===== src/rtl/wc_stream_sched.sv =====
// wc_stream_sched: stride-2 4-sample window sequencer with credit-controlled result buffering for a Winograd F(2,3) core
// ports: clk/rst (async, active high); in_valid/in_ready/in_data sample stream;
//   core_d/core_vld window issue to core; core_z core result CORE_LAT cycles after core_vld;
//   out_valid/out_ready/out_data/out_last buffered result stream; busy activity flag
module wc_stream_sched #(
  parameter int DW = 10,
  parameter int ROW_LEN = 16,
  parameter int CORE_LAT = 2,
  parameter int OBUF_DEPTH = 4
) (
  input  logic              clk,
  input  logic              rst,
  input  logic              in_valid,
  output logic              in_ready,
  input  logic [DW-1:0]     in_data,
  output logic [4*DW-1:0]   core_d,
  output logic              core_vld,
  input  logic [2*DW-1:0]   core_z,
  output logic              out_valid,
  input  logic              out_ready,
  output logic [2*DW-1:0]   out_data,
  output logic              out_last,
  output logic              busy
);
  localparam int NW = ROW_LEN / 2 - 1;
  localparam int IW = $clog2(NW + 1);
  localparam int AW = $clog2(OBUF_DEPTH);
  localparam int CW = $clog2(OBUF_DEPTH + CORE_LAT + 2);
  typedef enum logic {FILL, STEADY} state_t;
  state_t state;
  logic [1:0] cnt;
  logic phase;
  logic [IW-1:0] widx;
  logic [4*DW-1:0] win;
  logic core_last;
  logic [CORE_LAT-1:0] pv, pl;
  logic [2*DW:0] mem [OBUF_DEPTH];
  logic [AW-1:0] head, tail;
  logic [AW:0] count;
  logic [CW-1:0] inflight;
  logic completes, credit_ok, accept, issue, last, push, pop;
  // the issue strobe itself counts as in flight so a credit is taken the moment a window leaves
  always_comb begin
    inflight = CW'(core_vld);
    for (int i = 0; i < CORE_LAT; i++) inflight = inflight + CW'(pv[i]);
  end
  assign credit_ok = (CW'(count) + inflight) < CW'(OBUF_DEPTH);
  assign completes = state == STEADY ? phase : cnt == 2'd3;
  assign in_ready = !rst && (!completes || credit_ok);
  assign accept = in_valid && in_ready;
  assign issue = accept && completes;
  assign last = widx == IW'(NW - 1);
  assign push = pv[CORE_LAT-1];
  assign pop = out_valid && out_ready;
  assign out_valid = count != '0;
  assign out_data = out_valid ? mem[head][2*DW-1:0] : '0;
  assign out_last = out_valid ? mem[head][2*DW] : 1'b0;
  assign busy = state == STEADY || cnt != 2'd0 || core_vld || |pv || out_valid;
  always_ff @(posedge clk or posedge rst) begin
    if (rst) begin
      state <= FILL;
      cnt <= '0;
      phase <= 1'b0;
      widx <= '0;
      win <= '0;
      core_d <= '0;
      core_vld <= 1'b0;
      core_last <= 1'b0;
      pv <= '0;
      pl <= '0;
      head <= '0;
      tail <= '0;
      count <= '0;
    end else begin
      core_vld <= issue;
      if (issue) begin
        core_d <= {in_data, win[4*DW-1:DW]};
        core_last <= last;
      end
      if (accept) begin
        win <= {in_data, win[4*DW-1:DW]};
        if (issue && last) begin
          state <= FILL;
          cnt <= '0;
          phase <= 1'b0;
          widx <= '0;
        end else if (state == FILL) begin
          cnt <= cnt + 2'd1;
          if (issue) begin
            state <= STEADY;
            phase <= 1'b0;
            widx <= widx + IW'(1);
          end
        end else begin
          phase <= !phase;
          if (issue) widx <= widx + IW'(1);
        end
      end
      pv <= CORE_LAT'({pv, core_vld});
      pl <= CORE_LAT'({pl, core_last});
      if (push) tail <= tail + AW'(1);
      if (pop) head <= head + AW'(1);
      count <= count + (AW+1)'(push) - (AW+1)'(pop);
    end
  end
  always_ff @(posedge clk) if (push) mem[tail] <= {pl[CORE_LAT-1], core_z};
  assert property (@(posedge clk) disable iff (rst) !(push && !pop && count == (AW+1)'(OBUF_DEPTH)));
endmodule

===== config.mk =====
export PLATFORM = sky130hd
export DESIGN_NAME = wc_stream_sched
export DESIGN_NICKNAME = d
export VERILOG_FILES = /design/src/rtl/wc_stream_sched.sv
export SDC_FILE = /design/constraint.sdc
export NUM_CORES = 1
export LEC_CHECK = 0
export ABC_AREA = 1
export BUFFER_PORTS_ARGS = -buffer_cell sky130_fd_sc_hd__buf_2
export CORE_ASPECT_RATIO = 0.7
export CORE_UTILIZATION = 61
export DETAILED_ROUTE_END_ITERATION = 10
export MAX_ROUTING_LAYER = met4
export PLACE_DENSITY_LB_ADDON = 0.1
export SLEW_MARGIN = 10
export SYNTH_ARGS = -nofsm -noshare
export SYNTH_HDL_FRONTEND = slang
export SYNTH_SLANG_ARGS = --single-unit

===== constraint.sdc =====
create_clock -name clk -period 4.8 [get_ports clk]
set_input_delay 0 -clock clk [delete_from_list [all_inputs] [get_ports clk]]
set_output_delay 0 -clock clk [all_outputs]
set_load 0.02 [all_outputs]

# == Word-level counts from Yosys, hierarchy flattened ==
# Memory sizes are Yosys's and may differ from the RTL's.
# Index checks and enable logic that the tools add are counted.
# word_totals
regBits,100
ram_bits,84
elab_cells,63
memories,1
# memory_table
memory,depth,word_bits,read_ports,rd_ports_with_merged_regs,write_ports,line_no,source
mem,4,21,1,0,1,37,logic [2*DW:0] mem [OBUF_DEPTH];
# classes
n_addsub,9
magnitude_cmp,1
eq_ne,3
mux,15
n_reduce_logical,21
# ops
op,count
20-bit two-way mux,1
1-bit two-way mux,10
2-bit by 1-bit adder with 2-bit output (second input constant),3
3-bit two-way mux,2
2-bit AND reduction,3
3-bit nonzero test,2
1-bit logical AND,5
1-bit logical OR,5
2-bit two-way mux,2
2-bit nonzero test,2
2-bit by 1-bit adder with 3-bit output,1
3-bit by 1-bit adder with 3-bit output,1
3-bit by 1-bit adder with 3-bit output (second input constant),1
3-bit adder,1
3-bit equality test (second input constant),1
1-bit zero test,3
3-bit < comparator (second input constant),1
3-bit by 1-bit subtractor with 3-bit output,1
1-bit by 1-bit adder with 2-bit output,1
2-bit equality test (second input constant),1
2-bit by 1-bit inequality test with 1-bit output (second input constant),1
2-bit OR reduction,1

# == Depth between registers and ports, before layout ==
# logic_depth
depth_word,11
depth_mapped,12

# == Least setup slack after synthesis ==
# Ideal clock, no wire load.
# synth_timing
kind,input-to-reg
start,in rst
end,reg core_d[16]
setup_time_ns,0.130
arrival_ns,2.741
path_slack_ns,1.928
path_stages,6
path_buffers,2
cell_sequence,inv_1 > nand4_4 > buf_6 > buf_6 > nand2_1 > o21ai_1
# synth_via
elab_chain_len,4
# synth_lines
item,line_no,source
start: declaration,12,"input logic rst,"
1-bit zero test (no line),n/a,
1-bit logical AND,49,assign in_ready = !rst && (!completes || credit_ok);
1-bit logical AND,50,assign accept = in_valid && in_ready;
1-bit logical AND,51,assign issue = accept && completes;
end signal: assignment,77,"core_d <= {in_data, win[4*DW-1:DW]};"
end: declaration,16,"output logic [4*DW-1:0] core_d,"
# No other way between the ends.
# A chain may end at the register's enable or synchronous reset.

# == Final worst setup path ==
# layout_timing
start,reg core_vld
end,reg core_d[10]
# layout_via
elab_chain_len,8
# layout_lines
item,line_no,source
start: declaration,17,"output logic core_vld,"
start signal: assignment,75,core_vld <= issue;
1-bit by 1-bit adder with 2-bit output,45,for (int i = 0; i < CORE_LAT; i++) inflight = inflight + CW'(pv[i]);
2-bit by 1-bit adder with 3-bit output,45,
3-bit adder,47,assign credit_ok = (CW'(count) + inflight) < CW'(OBUF_DEPTH);
3-bit < comparator,47,
1-bit logical OR,49,
1-bit logical AND,49,
1-bit logical AND,50,
1-bit logical AND,51,
# No other way between the ends.

==> impl_metrics.toml <==
[run_status]
outcome = "finished, final reports clean"

[sta]
slew_headroom = 0.314
fmax_ghz = 0.359
timing.final.crit_share = 0.580
drv_slew = 0
finalClockSkew_ns = 0.00968
worstMarginPinSlew_ns = 1.03
finalHoldViolCount = 0
tns_ns = 0
rsz0062_at_grt = "no"
min_period_ns = 2.79
setup_viol = 0

[routing]
num_vias = 4733
vias_per_cell = 5.16
drtAntennaViolNets = 0
drt_first_iter_violations = 394
drc = 0
wl_per_cell_um = 15.2
drt-total-wl_um = 13900
first_pass_iters = 5

[layout]
final_nets = 798
drive_above_1_share = 0.191
fillers = 750
diodes = 0
syn_to_final_growth_pct = 21.2
final_common_cell = "nand2_1"
stdcell_count = 917
final_cell_mix = "112 x nand2_1, 98 x buf_2, 91 x nor2_1"

[grt]
antenna_found_initial = 0
grt_pass1_wl_um = 22700
grt-ovfl-total = 0
grt_usage = 0.267
grt_max_degree = 82
grt_pass1_vias = 4736

[critical_path]
cp-start-kind = "register"
crit_type = "reg -> reg"
crit_path_cell_trace = "fa_1 -> ha_1 -> nand3_2 -> nand3_1 -> nand2_2 -> nand4_4 -> buf_4 -> nand2_1 -> o21ai_1"
arrival_ns = 3.08
worst-path-buf-inv = 1
cp-end-kind = "register"
slowest_delay_ns = 0.52
cp_slowest_cell = "nand4_4"
worstPathMaxFanout = 45
path_delay_family = "simple AND/OR/NAND/NOR gates"
cp.required_ns = 5.10

[job]
cap_violations = 0

[placement]
port_buffers = 98
dp_hpwl_um = 8480
dpl.cell_count = 853
place_congestion = 0.790

[logic_synthesis]
synth_edf_count = 84
ys_types = 28
yosysTopAreaCell = "edfxtp_1"
syn_avg_cell_area_um2 = 11.1
synthTopCellsByArea = "edfxtp_1 36%, dfrtp_1 32%, nand2_1 6.1%"
synth_top_area_frac = 0.364
netlist_area_mm2 = 0.00693
synth_seq_cells = 174
synth-main-ff-cell = "dfrtp_1"
synth_cells = 627
ys_async_sr_fraction = 0.517
ys_warn_count = 0
ys_seq_area_frac = 0.689
syn_nets = 674

[pwr]
net-switching-power_uw = 2050
leakage_uw = 0.00380
internal_power_uw = 3370
power_density_mw_per_mm2 = 644
seqPwrFrac = 0.397
switching_share = 0.378
p_comb_frac = 0.348
peakVddDrop_uv = 355
clock_power_share = 0.255

[floorplanning]
die_area_mm2 = 0.0118
num_rows = 32
num_io_pins = 99
die_height_um = 91.2
die_width_um = 129
coreArea_mm2 = 0.0111
start_util = 0.627

[clock_tree]
clk_latency_ns = 0.42
cts_resized = 0
post_cts_buffers = 0
cts-buffers-inserted = 17
root_buffer = "clkbuf_16"
cts.sinks = 174
cts_max_level = 4
cts_tree = "yes"
clk_pin_slew_ns = 0.06
cts_buffer_depth = 2

[hold_path]
worst_hold_path_type = "in -> reg"
## kinds of logic (layout without fill, tap and decap cells)
family                     count (synthesis)  after routing  synth area share
buffers and inverters                     87            224            0.0561
adders and majority gates                 13             13            0.0256
and+or+nand+nor                          217            217             0.126
AOI/OAI and AO/OA                        131            131            0.0975
DFF                                      174            174             0.689
xor gates and xnor gates                   5              5           0.00632
## sequential cells by signal, summed over array words and instances, names as in the netlist, 3 cells and up, named ones only
signal / count
win: 30
count: 3
mem: 84
core_d: 40
widx: 3
## path summary, 6_finish.rpt
check	start	to	slack (ns)	cells past startpoint
max in group asynchronous	rst	win[31]	3.49	4
min in group asynchronous	rst	core_d[8]	0.07	3
hold reg to reg	pl[0]	pl[1]	0.36	0
hold / removal	in_valid	cnt[1]	0.06	4
setup reg to reg	core_vld	core_d[10]	2.01	9
setup / recovery	core_vld	core_d[10]	2.01	9
## metrics by stage
step | total power [uW] | hold WS, ns | utilization | worst slack, ns | area, um2
after floorplan | 3430 | 0.0766 | - | 1.93 | 6930
after global placement | 3950 | -0.0583 | 0.678 | 2.12 | 7490
after detailed placement | 4020 | -0.0494 | 0.678 | 2.01 | 7490
after CTS | 5430 | 0.0400 | 0.760 | 2.00 | 8400
after global routing | 5740 | 0.0716 | 0.760 | 1.77 | 8400
final | 5410 | 0.0584 | 0.760 | 2.01 | 8400
## final cells by class
cell class / count / area [um2] / share of cell area
flip-flops and latches: 174 / 4770 / 0.568
multi-input cells: 366 / 1770 / 0.211
repair buffers: 136 / 856 / 0.102
clock buffers: 17 / 425 / 0.0506
inverters: 56 / 211 / 0.0252
well taps: 153 / 191 / 0.0228
clock inverters: 15 / 168 / 0.0200
## worst min-delay path, stage by stage
cell	delay [ns]
buf_2	0.14
nand4_1	0.15
nor2_1	0.06
nor2_1	0.09
## synth_stat cells, drive strengths merged, types with 2 or more instances
master  instances
clkbuf         13
dfrtp          90
fa              2
a21oi          23
ha             11
nand3           6
inv            56
buf            18
nand4           2
nand2         114
edfxtp         84
xor2            4
nor2           92
o21ai         107
## routing by layer
layer  wire length, um  track usage  share of wire  vias to the layer above
li1                  -            -              -                     2313
met1              6500        0.368           0.47                     2272
met2              6590        0.394           0.47                      137
met3               688       0.0601          0.049                       11
met4               136       0.0950         0.0098                        0
met5                 0            -              0                        -
## power by group through the flow
stage / clock network (uW) / registers (uW) / logic [uW]
after floorplan: 0 / 2290 / 1140
after global placement: 0 / 2150 / 1800
after detailed placement: 0 / 2160 / 1860
after CTS: 1390 / 2140 / 1900
after global routing: 1450 / 2190 / 2100
final: 1380 / 2150 / 1890
## what timing repair did
action	4_1_cts	5_1_grt
endpoints found under the hold margin	111	0
endpoints found under the setup margin	0	0
hold buffers	32	0
Note: power is estimated with default switching activity, not from simulation.
